[config.mk]
export PLATFORM = sky130hd
export DESIGN_NAME = arbitro_memoria_flat
export DESIGN_NICKNAME = d
export VERILOG_FILES = /design/src/rtl/arbitro_pkg.sv /design/src/rtl/arbitro_memoria_if.sv /design/src/rtl/contador_timeout.sv /design/src/rtl/arbitro_memoria.sv /design/src/flat_wrapper.sv
export SDC_FILE = /design/constraint.sdc
export NUM_CORES = 1
export LEC_CHECK = 0
export CAP_MARGIN = 30
export CORE_UTILIZATION = 45
export CTS_CLUSTER_DIAMETER = 200
export DETAILED_ROUTE_END_ITERATION = 12
export GPL_ROUTABILITY_DRIVEN = 0
export PLACE_DENSITY = 0.91
export SLEW_MARGIN = 10
export SYNTH_ARGS = -nofsm -noshare
export SYNTH_HDL_FRONTEND = slang
export SYNTH_SLANG_ARGS = --single-unit
[constraint.sdc]
create_clock -name clock -period 4.3 [get_ports clock]
set_input_delay 0.86 -clock clock [delete_from_list [all_inputs] [get_ports clock]]
set_output_delay 0.86 -clock clock [all_outputs]
set_load 0.005 [all_outputs]
[src/rtl/arbitro_pkg.sv]
// Shared types and constants for the memory arbiter slice.
package arbitro_pkg;

  typedef enum logic [1:0] {
    OCIOSO   = 2'd0,
    ACESSO   = 2'd1,
    RESPOSTA = 2'd2
  } estado_t;

  typedef enum logic {
    BUSCA = 1'b0,
    DADO  = 1'b1
  } requisitante_t;

  localparam int unsigned TIMEOUT_PADRAO = 15;
  localparam int unsigned LARGURA_PADRAO = 32;

  // A fetch returning this word marks the end of the program.
  localparam logic [LARGURA_PADRAO-1:0] PALAVRA_ZERO = '0;

endpackage

[src/rtl/arbitro_memoria_if.sv]
// Fetch, load/store and memory-port signals of the arbiter.
interface arbitro_memoria_if #(
  parameter int unsigned LARGURA_DADOS = 32,
  parameter int unsigned LARGURA_END   = 32
);

  logic                     busca_req;
  logic [LARGURA_END-1:0]   busca_end;
  logic                     busca_pronto;
  logic [LARGURA_DADOS-1:0] busca_instrucao;

  logic                     dado_req;
  logic                     dado_escrita;
  logic [LARGURA_END-1:0]   dado_end;
  logic [LARGURA_DADOS-1:0] dado_wdata;
  logic                     dado_pronto;
  logic [LARGURA_DADOS-1:0] dado_rdata;

  logic                     mem_req;
  logic                     mem_escrita;
  logic [LARGURA_END-1:0]   mem_end;
  logic [LARGURA_DADOS-1:0] mem_wdata;
  logic                     mem_pronto;
  logic [LARGURA_DADOS-1:0] mem_rdata;

  logic                     erro;
  logic                     fim_programa;

  // Arbiter side.
  modport master (
    input  busca_req, busca_end, dado_req, dado_escrita, dado_end, dado_wdata,
           mem_pronto, mem_rdata,
    output busca_pronto, busca_instrucao, dado_pronto, dado_rdata,
           mem_req, mem_escrita, mem_end, mem_wdata, erro, fim_programa
  );

  // Requesters and memory side.
  modport slave (
    output busca_req, busca_end, dado_req, dado_escrita, dado_end, dado_wdata,
           mem_pronto, mem_rdata,
    input  busca_pronto, busca_instrucao, dado_pronto, dado_rdata,
           mem_req, mem_escrita, mem_end, mem_wdata, erro, fim_programa
  );

endinterface

[src/rtl/contador_timeout.sv]
// Counts cycles of an in-flight access and flags the last allowed cycle.
module contador_timeout
  import arbitro_pkg::*;
#(
  parameter int unsigned TIMEOUT = TIMEOUT_PADRAO
) (
  input  logic clock,
  input  logic reset_n,
  input  logic habilita,
  input  logic limpa,
  output logic estourou
);

  localparam int unsigned LARGURA_CONT = $clog2(TIMEOUT + 1);

  logic [LARGURA_CONT-1:0] r_cont;

  // Cycle counter: clear has priority over count.
  always_ff @(posedge clock or negedge reset_n) begin
    if (!reset_n) begin
      r_cont <= '0;
    end else if (limpa) begin
      r_cont <= '0;
    end else if (habilita) begin
      r_cont <= r_cont + LARGURA_CONT'(1);
    end
  end

  // High in the cycle whose increment makes the count reach TIMEOUT.
  assign estourou = habilita && (r_cont == LARGURA_CONT'(TIMEOUT - 1));

endmodule

[src/rtl/arbitro_memoria.sv]
// Round-robin arbiter/sequencer of fetch and load/store onto one memory port.
module arbitro_memoria
  import arbitro_pkg::*;
#(
  parameter int unsigned LARGURA_DADOS = 32,
  parameter int unsigned LARGURA_END   = 32,
  parameter int unsigned TIMEOUT       = TIMEOUT_PADRAO
) (
  input  logic             clock,
  input  logic             reset_n,
  arbitro_memoria_if.master bus
);

  estado_t                  r_estado,        w_prox_estado;
  requisitante_t            r_ultimo,        w_prox_ultimo;
  requisitante_t            r_dono,          w_prox_dono;
  logic                     r_mem_req,       w_prox_mem_req;
  logic                     r_mem_escrita,   w_prox_mem_escrita;
  logic [LARGURA_END-1:0]   r_mem_end,       w_prox_mem_end;
  logic [LARGURA_DADOS-1:0] r_mem_wdata,     w_prox_mem_wdata;
  logic                     r_busca_pronto,  w_prox_busca_pronto;
  logic [LARGURA_DADOS-1:0] r_busca_instr,   w_prox_busca_instr;
  logic                     r_dado_pronto,   w_prox_dado_pronto;
  logic [LARGURA_DADOS-1:0] r_dado_rdata,    w_prox_dado_rdata;
  logic                     r_erro,          w_prox_erro;
  logic                     r_fim,           w_prox_fim;

  requisitante_t            w_vencedor;
  logic [LARGURA_DADOS-1:0] w_palavra;
  logic                     w_busca_eleg;
  logic                     w_dado_eleg;
  logic                     w_concluiu;
  logic                     w_habilita;
  logic                     w_limpa;
  logic                     w_estourou;

  contador_timeout #(
    .TIMEOUT (TIMEOUT)
  ) u_contador (
    .clock    (clock),
    .reset_n  (reset_n),
    .habilita (w_habilita),
    .limpa    (w_limpa),
    .estourou (w_estourou)
  );

  // Fetches stop being eligible once the end of program is seen.
  assign w_busca_eleg = bus.busca_req && !r_fim;
  assign w_dado_eleg  = bus.dado_req;

  // Next-state, arbitration, latching and completion logic.
  always_comb begin
    w_prox_estado       = r_estado;
    w_prox_ultimo       = r_ultimo;
    w_prox_dono         = r_dono;
    w_prox_mem_req      = r_mem_req;
    w_prox_mem_escrita  = r_mem_escrita;
    w_prox_mem_end      = r_mem_end;
    w_prox_mem_wdata    = r_mem_wdata;
    w_prox_busca_pronto = 1'b0;
    w_prox_busca_instr  = r_busca_instr;
    w_prox_dado_pronto  = 1'b0;
    w_prox_dado_rdata   = r_dado_rdata;
    w_prox_erro         = r_erro;
    w_prox_fim          = r_fim;
    w_vencedor          = r_dono;
    w_palavra           = '0;
    w_concluiu          = 1'b0;
    w_habilita          = 1'b0;
    w_limpa             = 1'b0;

    case (r_estado)
      OCIOSO: begin
        if (w_busca_eleg || w_dado_eleg) begin
          if (w_busca_eleg && w_dado_eleg) begin
            w_vencedor = (r_ultimo == BUSCA) ? DADO : BUSCA;
          end else if (w_dado_eleg) begin
            w_vencedor = DADO;
          end else begin
            w_vencedor = BUSCA;
          end
          w_prox_dono    = w_vencedor;
          w_prox_mem_req = 1'b1;
          w_prox_estado  = ACESSO;
          if (w_vencedor == DADO) begin
            w_prox_mem_end     = bus.dado_end;
            w_prox_mem_escrita = bus.dado_escrita;
            w_prox_mem_wdata   = bus.dado_escrita ? bus.dado_wdata : '0;
          end else begin
            w_prox_mem_end     = bus.busca_end;
            w_prox_mem_escrita = 1'b0;
            w_prox_mem_wdata   = '0;
          end
        end
      end

      ACESSO: begin
        w_habilita = 1'b1;
        // A real completion outranks a coinciding timeout.
        if (bus.mem_pronto) begin
          w_concluiu = 1'b1;
          w_palavra  = r_mem_escrita ? '0 : bus.mem_rdata;
        end else if (w_estourou) begin
          w_concluiu  = 1'b1;
          w_prox_erro = 1'b1;
        end
        if (w_concluiu) begin
          w_prox_estado      = RESPOSTA;
          w_prox_mem_req     = 1'b0;
          w_prox_mem_escrita = 1'b0;
          if (r_dono == BUSCA) begin
            w_prox_busca_pronto = 1'b1;
            w_prox_busca_instr  = w_palavra;
            if (w_palavra == LARGURA_DADOS'(PALAVRA_ZERO)) begin
              w_prox_fim = 1'b1;
            end
          end else begin
            w_prox_dado_pronto = 1'b1;
            w_prox_dado_rdata  = w_palavra;
          end
        end
      end

      RESPOSTA: begin
        w_limpa       = 1'b1;
        w_prox_ultimo = r_dono;
        w_prox_estado = OCIOSO;
      end

      default: begin
        w_prox_estado  = OCIOSO;
        w_prox_mem_req = 1'b0;
      end
    endcase
  end

  // State and output registers; reset discards any in-flight access.
  always_ff @(posedge clock or negedge reset_n) begin
    if (!reset_n) begin
      r_estado       <= OCIOSO;
      r_ultimo       <= BUSCA;
      r_dono         <= BUSCA;
      r_mem_req      <= 1'b0;
      r_mem_escrita  <= 1'b0;
      r_mem_end      <= '0;
      r_mem_wdata    <= '0;
      r_busca_pronto <= 1'b0;
      r_busca_instr  <= '0;
      r_dado_pronto  <= 1'b0;
      r_dado_rdata   <= '0;
      r_erro         <= 1'b0;
      r_fim          <= 1'b0;
    end else begin
      r_estado       <= w_prox_estado;
      r_ultimo       <= w_prox_ultimo;
      r_dono         <= w_prox_dono;
      r_mem_req      <= w_prox_mem_req;
      r_mem_escrita  <= w_prox_mem_escrita;
      r_mem_end      <= w_prox_mem_end;
      r_mem_wdata    <= w_prox_mem_wdata;
      r_busca_pronto <= w_prox_busca_pronto;
      r_busca_instr  <= w_prox_busca_instr;
      r_dado_pronto  <= w_prox_dado_pronto;
      r_dado_rdata   <= w_prox_dado_rdata;
      r_erro         <= w_prox_erro;
      r_fim          <= w_prox_fim;
    end
  end

  assign bus.mem_req         = r_mem_req;
  assign bus.mem_escrita     = r_mem_escrita;
  assign bus.mem_end         = r_mem_end;
  assign bus.mem_wdata       = r_mem_wdata;
  assign bus.busca_pronto    = r_busca_pronto;
  assign bus.busca_instrucao = r_busca_instr;
  assign bus.dado_pronto     = r_dado_pronto;
  assign bus.dado_rdata      = r_dado_rdata;
  assign bus.erro            = r_erro;
  assign bus.fim_programa    = r_fim;

endmodule

[src/flat_wrapper.sv]
// flat-port wrapper written by rule: the top's interface ports become plain ports
module arbitro_memoria_flat import arbitro_pkg::*;
#(
  parameter int unsigned LARGURA_DADOS = 32,
  parameter int unsigned LARGURA_END   = 32,
  parameter int unsigned TIMEOUT       = TIMEOUT_PADRAO
)
  (clock, reset_n, bus_busca_req, bus_busca_end, bus_dado_req, bus_dado_escrita, bus_dado_end, bus_dado_wdata, bus_mem_pronto, bus_mem_rdata, bus_busca_pronto, bus_busca_instrucao, bus_dado_pronto, bus_dado_rdata, bus_mem_req, bus_mem_escrita, bus_mem_end, bus_mem_wdata, bus_erro, bus_fim_programa);
  arbitro_memoria_if #(.LARGURA_DADOS(LARGURA_DADOS), .LARGURA_END(LARGURA_END)) bus_i ();
  input  logic clock;
  input  logic reset_n;
  input wire logic [$bits(bus_i.busca_req)-1:0] bus_busca_req;
  input wire logic [$bits(bus_i.busca_end)-1:0] bus_busca_end;
  input wire logic [$bits(bus_i.dado_req)-1:0] bus_dado_req;
  input wire logic [$bits(bus_i.dado_escrita)-1:0] bus_dado_escrita;
  input wire logic [$bits(bus_i.dado_end)-1:0] bus_dado_end;
  input wire logic [$bits(bus_i.dado_wdata)-1:0] bus_dado_wdata;
  input wire logic [$bits(bus_i.mem_pronto)-1:0] bus_mem_pronto;
  input wire logic [$bits(bus_i.mem_rdata)-1:0] bus_mem_rdata;
  output wire logic [$bits(bus_i.busca_pronto)-1:0] bus_busca_pronto;
  output wire logic [$bits(bus_i.busca_instrucao)-1:0] bus_busca_instrucao;
  output wire logic [$bits(bus_i.dado_pronto)-1:0] bus_dado_pronto;
  output wire logic [$bits(bus_i.dado_rdata)-1:0] bus_dado_rdata;
  output wire logic [$bits(bus_i.mem_req)-1:0] bus_mem_req;
  output wire logic [$bits(bus_i.mem_escrita)-1:0] bus_mem_escrita;
  output wire logic [$bits(bus_i.mem_end)-1:0] bus_mem_end;
  output wire logic [$bits(bus_i.mem_wdata)-1:0] bus_mem_wdata;
  output wire logic [$bits(bus_i.erro)-1:0] bus_erro;
  output wire logic [$bits(bus_i.fim_programa)-1:0] bus_fim_programa;
  assign bus_i.busca_req = bus_busca_req;
  assign bus_i.busca_end = bus_busca_end;
  assign bus_i.dado_req = bus_dado_req;
  assign bus_i.dado_escrita = bus_dado_escrita;
  assign bus_i.dado_end = bus_dado_end;
  assign bus_i.dado_wdata = bus_dado_wdata;
  assign bus_i.mem_pronto = bus_mem_pronto;
  assign bus_i.mem_rdata = bus_mem_rdata;
  assign bus_busca_pronto = bus_i.busca_pronto;
  assign bus_busca_instrucao = bus_i.busca_instrucao;
  assign bus_dado_pronto = bus_i.dado_pronto;
  assign bus_dado_rdata = bus_i.dado_rdata;
  assign bus_mem_req = bus_i.mem_req;
  assign bus_mem_escrita = bus_i.mem_escrita;
  assign bus_mem_end = bus_i.mem_end;
  assign bus_mem_wdata = bus_i.mem_wdata;
  assign bus_erro = bus_i.erro;
  assign bus_fim_programa = bus_i.fim_programa;
  arbitro_memoria #(.LARGURA_DADOS(LARGURA_DADOS), .LARGURA_END(LARGURA_END), .TIMEOUT(TIMEOUT)) u_core (.clock(clock), .reset_n(reset_n), .bus(bus_i));
endmodule
==> results of run 1 <==
cells in the final DEF (no fill, tap or decap), types with 2 or more instances in the layout:
master / count
a22o_1: 32
clkbuf_16: 17
o21ai_0: 87
bufinv_16: 5
o21ai_1: 14
clkbuf_8: 4
clkinvlp_4: 4
buf_12: 2
mux2i_1: 32
inv_1: 8
buf_4: 6
a21oi_1: 3
nor2_1: 5
clkdlybuf4s50_1: 266
nand4_1: 2
o22a_1: 2
nand2_1: 130
nand3_1: 3
ha_1: 5
dfrtp_1: 142
o22ai_1: 2
and2_1: 2
nor4_1: 8
clkbuf_1: 2
mux2_2: 2
logic make-up after synthesis:
group | after synthesis | share of synthesized area
buffers and inverters | 44 | 0.0462
multiplexers | 34 | 0.0589
AO/OA/AOI/OAI | 147 | 0.154
flip-flops | 142 | 0.610
adder cells (fa/ha/maj) | 5 | 0.0107
AND/OR/NAND/NOR | 162 | 0.120
flip-flops by register name, indices dropped and copies added, names as in the netlist, 2 cells and up:
| register | cells |
|---|---|
| u_core.bus.busca_instrucao | 32 |
| u_core.bus.dado_rdata | 32 |
| u_core.bus.mem_end | 32 |
| u_core.bus.mem_wdata | 32 |
| u_core.r_estado | 2 |
| u_core.u_contador.r_cont | 4 |
metal layers:
metal,track usage,share of wire,vias to the layer above
met5,0,0,-
met4,0.122,0.031,0
met3,0.0795,0.083,44
met2,0.451,0.50,247
met1,0.304,0.38,2438
li1,-,-,2372
area by class of cell:
cell class              instances  area (um2)
multi-input cells             348        2010
clock inverters                 9         180
clock buffers                  23         488
fillers                       832        3360
well taps                     172         215
flip-flops and latches        142        3550
repair buffers                276        2790
inverters                       8        30.0
how the worst max path moves through the flow:
| stage | endpoint | cells past startpoint | slack, ps |
|---|---|---|---|
| 5_1_grt | u_core.bus.dado_rdata[6]$_DFFE_PN0P_ | 5 | 1800 |
| 3_5_place_dp | u_core.bus.mem_end[6]$_DFFE_PN0P_ | 5 | 1480 |
| 6_report | u_core.bus.dado_rdata[6]$_DFFE_PN0P_ | 5 | 1890 |
| 4_1_cts | u_core.bus.mem_end[1]$_DFFE_PN0P_ | 5 | 1870 |
| 2_1_floorplan | u_core.bus.mem_wdata[1]$_DFFE_PN0P_ | 6 | 2520 |
| 3_3_place_gp | u_core.bus.mem_end[7]$_DFFE_PN0P_ | 5 | 1570 |
power groups by stage:
stage / registers (mW) / clock network, mW / logic (mW)
2_1_floorplan: 2.35 / 0 / 0.947
3_3_place_gp: 2.30 / 0 / 2.46
3_5_place_dp: 2.36 / 0 / 2.57
4_1_cts: 2.34 / 1.65 / 2.60
5_1_grt: 2.41 / 1.71 / 2.81
6_report: 2.34 / 1.64 / 2.59
stage by stage:
step | setup slack, ps | util | power, mW | instances | area [um2]
6_report | 1890 | 0.734 | 6.58 | 978 | 9260
5_1_grt | 1800 | 0.734 | 6.93 | 978 | 9260
4_1_cts | 1870 | 0.730 | 6.60 | 976 | 9210
3_5_place_dp | 1480 | 0.677 | 4.92 | 944 | 8550
3_3_place_gp | 1570 | 0.677 | 4.77 | 944 | 8550
2_1_floorplan | 2520 | - | 3.30 | 534 | 5820
==> flow_metrics.env, run 1 <==
export IMPL_post_cts_resized=0
export IMPL_worstMarginPinSlew_ps=671
export IMPL_grt_max_degree=111
export IMPL_grt_pass1_wl_um=26900
export IMPL_clockPowerShare=0.250
export IMPL_num_rows=41
export IMPL_htreeDepth=4
export IMPL_p_sw_frac=0.305
export IMPL_holdBufCountCts=0
export IMPL_p_comb_frac=0.394
export IMPL_setup_viol=0
export IMPL_numPortBuffers=267
export IMPL_synthesis_area_um2=5820
export IMPL_hold_slack_ps=295
export IMPL_path_cells="clkdlybuf4s50_1 -> nor2b_2 -> buf_4 -> nand2_1 -> o21ai_0"
export IMPL_relSlewSlack=0.551
export IMPL_grt_pass1_vias=5157
export IMPL_period_minus_slack_ps=2410
export IMPL_critPathCaptureType="register"
export IMPL_die_area_um2=13400
export IMPL_timing_final_crit_share=0.560
export IMPL_clk_latency_ps=410
export IMPL_synth_edf_count=0
export IMPL_hold_viol=0
export IMPL_critical_path_slowest_cell="nor2b_2"
export IMPL_vias=5101
export IMPL_clock_sinks=142
export IMPL_wl_um=18000
export IMPL_slowest_delay_ps=600
export IMPL_r2r_start="u_core.u_contador.r_cont[0]$_DFFE_PN0P_"
export IMPL_initial_core_util=0.461
export IMPL_viasPerCell=5.22
export IMPL_synth_flop_cell="dfrtp_1"
export IMPL_syn_nets=673
export IMPL_clk_pin_slew_ps=60
export IMPL_ios=268
export IMPL_overflow=0
export IMPL_clock_skew_ps=11.0
export IMPL_min_path_type="in2async"
export IMPL_drt_iter0_markers=343
export IMPL_synth_cell_types=39
export IMPL_place_detailed_hpwl_um=12800
export IMPL_startpoint="bus_mem_pronto"
export IMPL_netSwitchingPower_mw=2.01
export IMPL_fmax_mhz=415
export IMPL_fp_dieW_um=116
export IMPL_path_delay_family="buffers and inverters"
export IMPL_p_leak_nw=4.11
export IMPL_coreArea_um2=12600
export IMPL_r2r_end="u_core.bus.dado_rdata[6]$_DFFE_PN0P_"
export IMPL_cts_root_buf="clkbuf_16"
export IMPL_syn_inst=534
export IMPL_clockBufferDepth=2
export IMPL_firstDrtPassIters=6
export IMPL_p_int_mw=4.57
export IMPL_grt_total_usage=0.263
export IMPL_antenna_found_initial=0
export IMPL_cp_max_fo=18
export IMPL_cts_buffers=17
export IMPL_die_height_um=116
export IMPL_synth_seq_cells=142
export IMPL_finalMaxSlewViolations=0
export IMPL_wl_per_cell_um=18.4
export IMPL_ys_top_cells_by_area="dfrtp_1, nand2_1, o21ai_0"
export IMPL_fin_nets=932
export IMPL_drive_above_1_share=0.0620
export IMPL_required_ps=4600
export IMPL_outcome="finished clean"
export IMPL_synthArstFlopShare=1.00
export IMPL_ir_drop_mv=0.374
export IMPL_critPathLaunchType="input pin"
export IMPL_yosysTopAreaCellShare=0.610
export IMPL_rsz0062_at_grt="false"
export IMPL_antenna_cells=0
export IMPL_crit_type="in2reg"
export IMPL_p_seq_frac=0.356
export IMPL_yosysSeqAreaShare=0.610
export IMPL_yosys_warnings=0
export IMPL_cts_tree="done"
export IMPL_tns_ps=0
export IMPL_area_delta_synth_final_pct=59.0
export IMPL_rr_worst_depth=6
export IMPL_yosys_area_top_type="dfrtp_1"
export IMPL_maxCapViolations=0
export IMPL_syn_area_per_cell_um2=10.9
export IMPL_cp_num_buf_inv=2
export IMPL_arrival_ps=2710
export IMPL_drc=0
export IMPL_p_per_area_nw_per_um2=710
export IMPL_drtAntennaViolNets=0
export IMPL_regToRegSetupSlack_ps=2380
export IMPL_synth_most_common_cell="dfrtp_1"
export IMPL_synth_common_cells="dfrtp_1, nand2_1, o21ai_0, a22o_1, mux2i_1"
export IMPL_cts_setup_buffers=0
(Power assumes the default switching activity.)
==> run 2: changes to the inputs <==
--- a/config.mk
+++ b/config.mk
@@ -6,11 +6,11 @@
 export NUM_CORES = 1
 export LEC_CHECK = 0
 export CAP_MARGIN = 30
-export CORE_UTILIZATION = 45
+export CORE_UTILIZATION = 42
 export CTS_CLUSTER_DIAMETER = 200
 export DETAILED_ROUTE_END_ITERATION = 12
 export GPL_ROUTABILITY_DRIVEN = 0
-export PLACE_DENSITY = 0.91
+export PLACE_DENSITY = 0.86
 export SLEW_MARGIN = 10
 export SYNTH_ARGS = -nofsm -noshare
 export SYNTH_HDL_FRONTEND = slang
==> constraint.sdc (replaced) <==
create_clock -name clock -period 2.3 [get_ports clock]
set_input_delay 0.46 -clock clock [delete_from_list [all_inputs] [get_ports clock]]
set_output_delay 0.46 -clock clock [all_outputs]
set_load 0.005 [all_outputs]
==> run 2 against run 1 <==
Critical path depth shrank 4. Clock power grew 85%. Largest cell class unchanged. Critical endpoint is now bus_fim_programa. Sequential share of layout area shrank 0.26 points. Global-route usage shrank 3.1 points.
==> flow_metrics.env, run 2 (synthesis gave the netlist of run 1 again) <==
export IMPL_grt_pass1_vias=5114
export IMPL_p_per_area_nw_per_um2=1310
export IMPL_layout_commonest_cell="clkdlybuf4s50_1"
export IMPL_num_rows=42
export IMPL_area_delta_synth_final_pct=60.1
export IMPL_grt_util_met3=0.0656
export IMPL_path_cells="clkdlybuf4s50_1"
export IMPL_p_int_mw=8.59
export IMPL_antenna_cells=0
export IMPL_post_cts_resized=0
export IMPL_p_leak_nw=4.15
export IMPL_grt_total_usage=0.233
export IMPL_regArea_um2=3550
export IMPL_setup_viol=0
export IMPL_slowest_delay_ps=550
export IMPL_cp_num_buf_inv=1
export IMPL_p_seq_frac=0.357
export IMPL_final_util=0.696
export IMPL_maxCapViolations=0
export IMPL_tns_ps=0
export IMPL_fin_nets=934
export IMPL_required_ps=1840
export IMPL_arrival_ps=1430
export IMPL_relSlewSlack=0.614
export IMPL_cts_root_buf="clkbuf_16"
export IMPL_met2_usage=0.406
export IMPL_htreeDepth=4
export IMPL_finalMaxSlewViolations=0
export IMPL_clockBufferDepth=2
export IMPL_cts_tree="done"
export IMPL_die_area_um2=14300
export IMPL_period_minus_slack_ps=1890
export IMPL_wl_per_cell_um=16.9
export IMPL_fp_dieW_um=120
export IMPL_numPortBuffers=267
export IMPL_clk_latency_ps=420
export IMPL_vias=5051
export IMPL_place_detailed_hpwl_um=12100
export IMPL_timing_final_crit_share=0.822
export IMPL_firstDrtPassIters=5
export IMPL_initial_core_util=0.435
export IMPL_crit_type="reg2out"
export IMPL_p_sw_frac=0.298
export IMPL_netSwitchingPower_mw=3.64
export IMPL_clockPowerShare=0.249
export IMPL_wl_um=16600
export IMPL_drc=0
export IMPL_cts_buffers=17
export IMPL_stdcell_count=984
export IMPL_ios=268
export IMPL_dp_cells=951
export IMPL_drive_above_1_share=0.0631
export IMPL_critPathLaunchType="register"
export IMPL_worstMarginPinSlew_ps=574
export IMPL_grt_busiest_layer="met2"
export IMPL_grt_max_degree=71
export IMPL_min_path_type="in2async"
export IMPL_fillers=939
export IMPL_cp_max_fo=4
export IMPL_final_cell_mix="clkdlybuf4s50_1, dfrtp_1, nand2_1"
export IMPL_rsz0062_at_grt="false"
export IMPL_coreArea_um2=13400
export IMPL_critical_path_slowest_cell="clkdlybuf4s50_1"
export IMPL_critPathCaptureType="primary output"
export IMPL_path_delay_family="buffers and inverters"
export IMPL_viasPerCell=5.13
export IMPL_grt_pass1_wl_um=25600
export IMPL_r2r_start="u_core.r_estado[1]$_DFFE_PN0P_"
export IMPL_die_height_um=120
export IMPL_overflow=0
export IMPL_hold_viol=0
export IMPL_drtAntennaViolNets=0
export IMPL_grt_use_met1=0.259
export IMPL_outcome="finished clean"
export IMPL_antenna_found_initial=0
export IMPL_startpoint="u_core.bus.fim_programa$_DFFE_PN0P_"
export IMPL_p_comb_frac=0.394
export IMPL_clk_pin_slew_ps=60
export IMPL_fmax_mhz=529
export IMPL_clock_skew_ps=9.57
export IMPL_multi_input_area_um2=2010
export IMPL_clock_sinks=142
export IMPL_drt_iter0_markers=266
export IMPL_ir_drop_mv=0.711
[run 2: cell types whose count changed in the layout (fill, tap and decap cells not counted)]
cell | before | now
dlygate4sd3_1 | 0 | 1
inv_6 | 0 | 1
buf_4 | 6 | 3
buf_12 | 2 | 7
clkinvlp_4 | 4 | 2
buf_16 | 1 | 0
clkinv_2 | 0 | 1
[run 2: metrics by stage]
stage | cell area (um2) | setup WS (ps) | hold WS [ps] | total power, mW
after floorplan | 5820 | 826 | 164 | 6.16
after global placement | 8650 | 169 | 299 | 8.96
after detailed placement | 8650 | 252 | 303 | 9.21
after CTS | 9330 | 394 | 432 | 12.3
after global routing | 9330 | 391 | 449 | 12.9
final | 9330 | 409 | 451 | 12.2
[run 2: power by group through the flow]
stage	Clock, mW	Combinational, mW	Sequential (mW)
detailed placement	0	4.84	4.38
global placement	0	4.64	4.32
global route	3.20	5.21	4.50
CTS	3.10	4.87	4.36
floorplan	0	1.77	4.39
finish	3.04	4.82	4.37
[run 2: layer usage]
metal	part of all wire	wire, um
met1	0.39	6480
met2	0.51	8440
met3	0.069	1150
met4	0.033	551
met5	0	0
[run 2: worst paths after layout]
check	to	slack, ps	cells after the start
worst max-delay path	bus_fim_programa	410	1
worst min-delay path	u_core.bus.dado_rdata[30]$_DFFE_PN0P_	450	2
worst max register to register	u_core.bus.mem_wdata[26]$_DFFE_PN0P_	600	5
worst min register to register	u_core.bus.mem_end[28]$_DFFE_PN0P_	480	2
max in group asynchronous	u_core.r_dono$_DFFE_PN0P_	1260	3
min in group clock	u_core.bus.mem_end[28]$_DFFE_PN0P_	480	2
[run 2: layout make-up]
class                   count  area share
multi-input cells         348       0.215
flip-flops and latches    142       0.381
repair buffers            278       0.305
inverters                   8     0.00322
well taps                 176      0.0236
clock inverters             9      0.0192
clock buffers              23      0.0523
[run 2: timing repair]
item,4_1_cts,5_1_grt
setup endpoints to repair,0,0
hold endpoints to repair,15,0
setup buffers,0,0
hold buffers,1,0
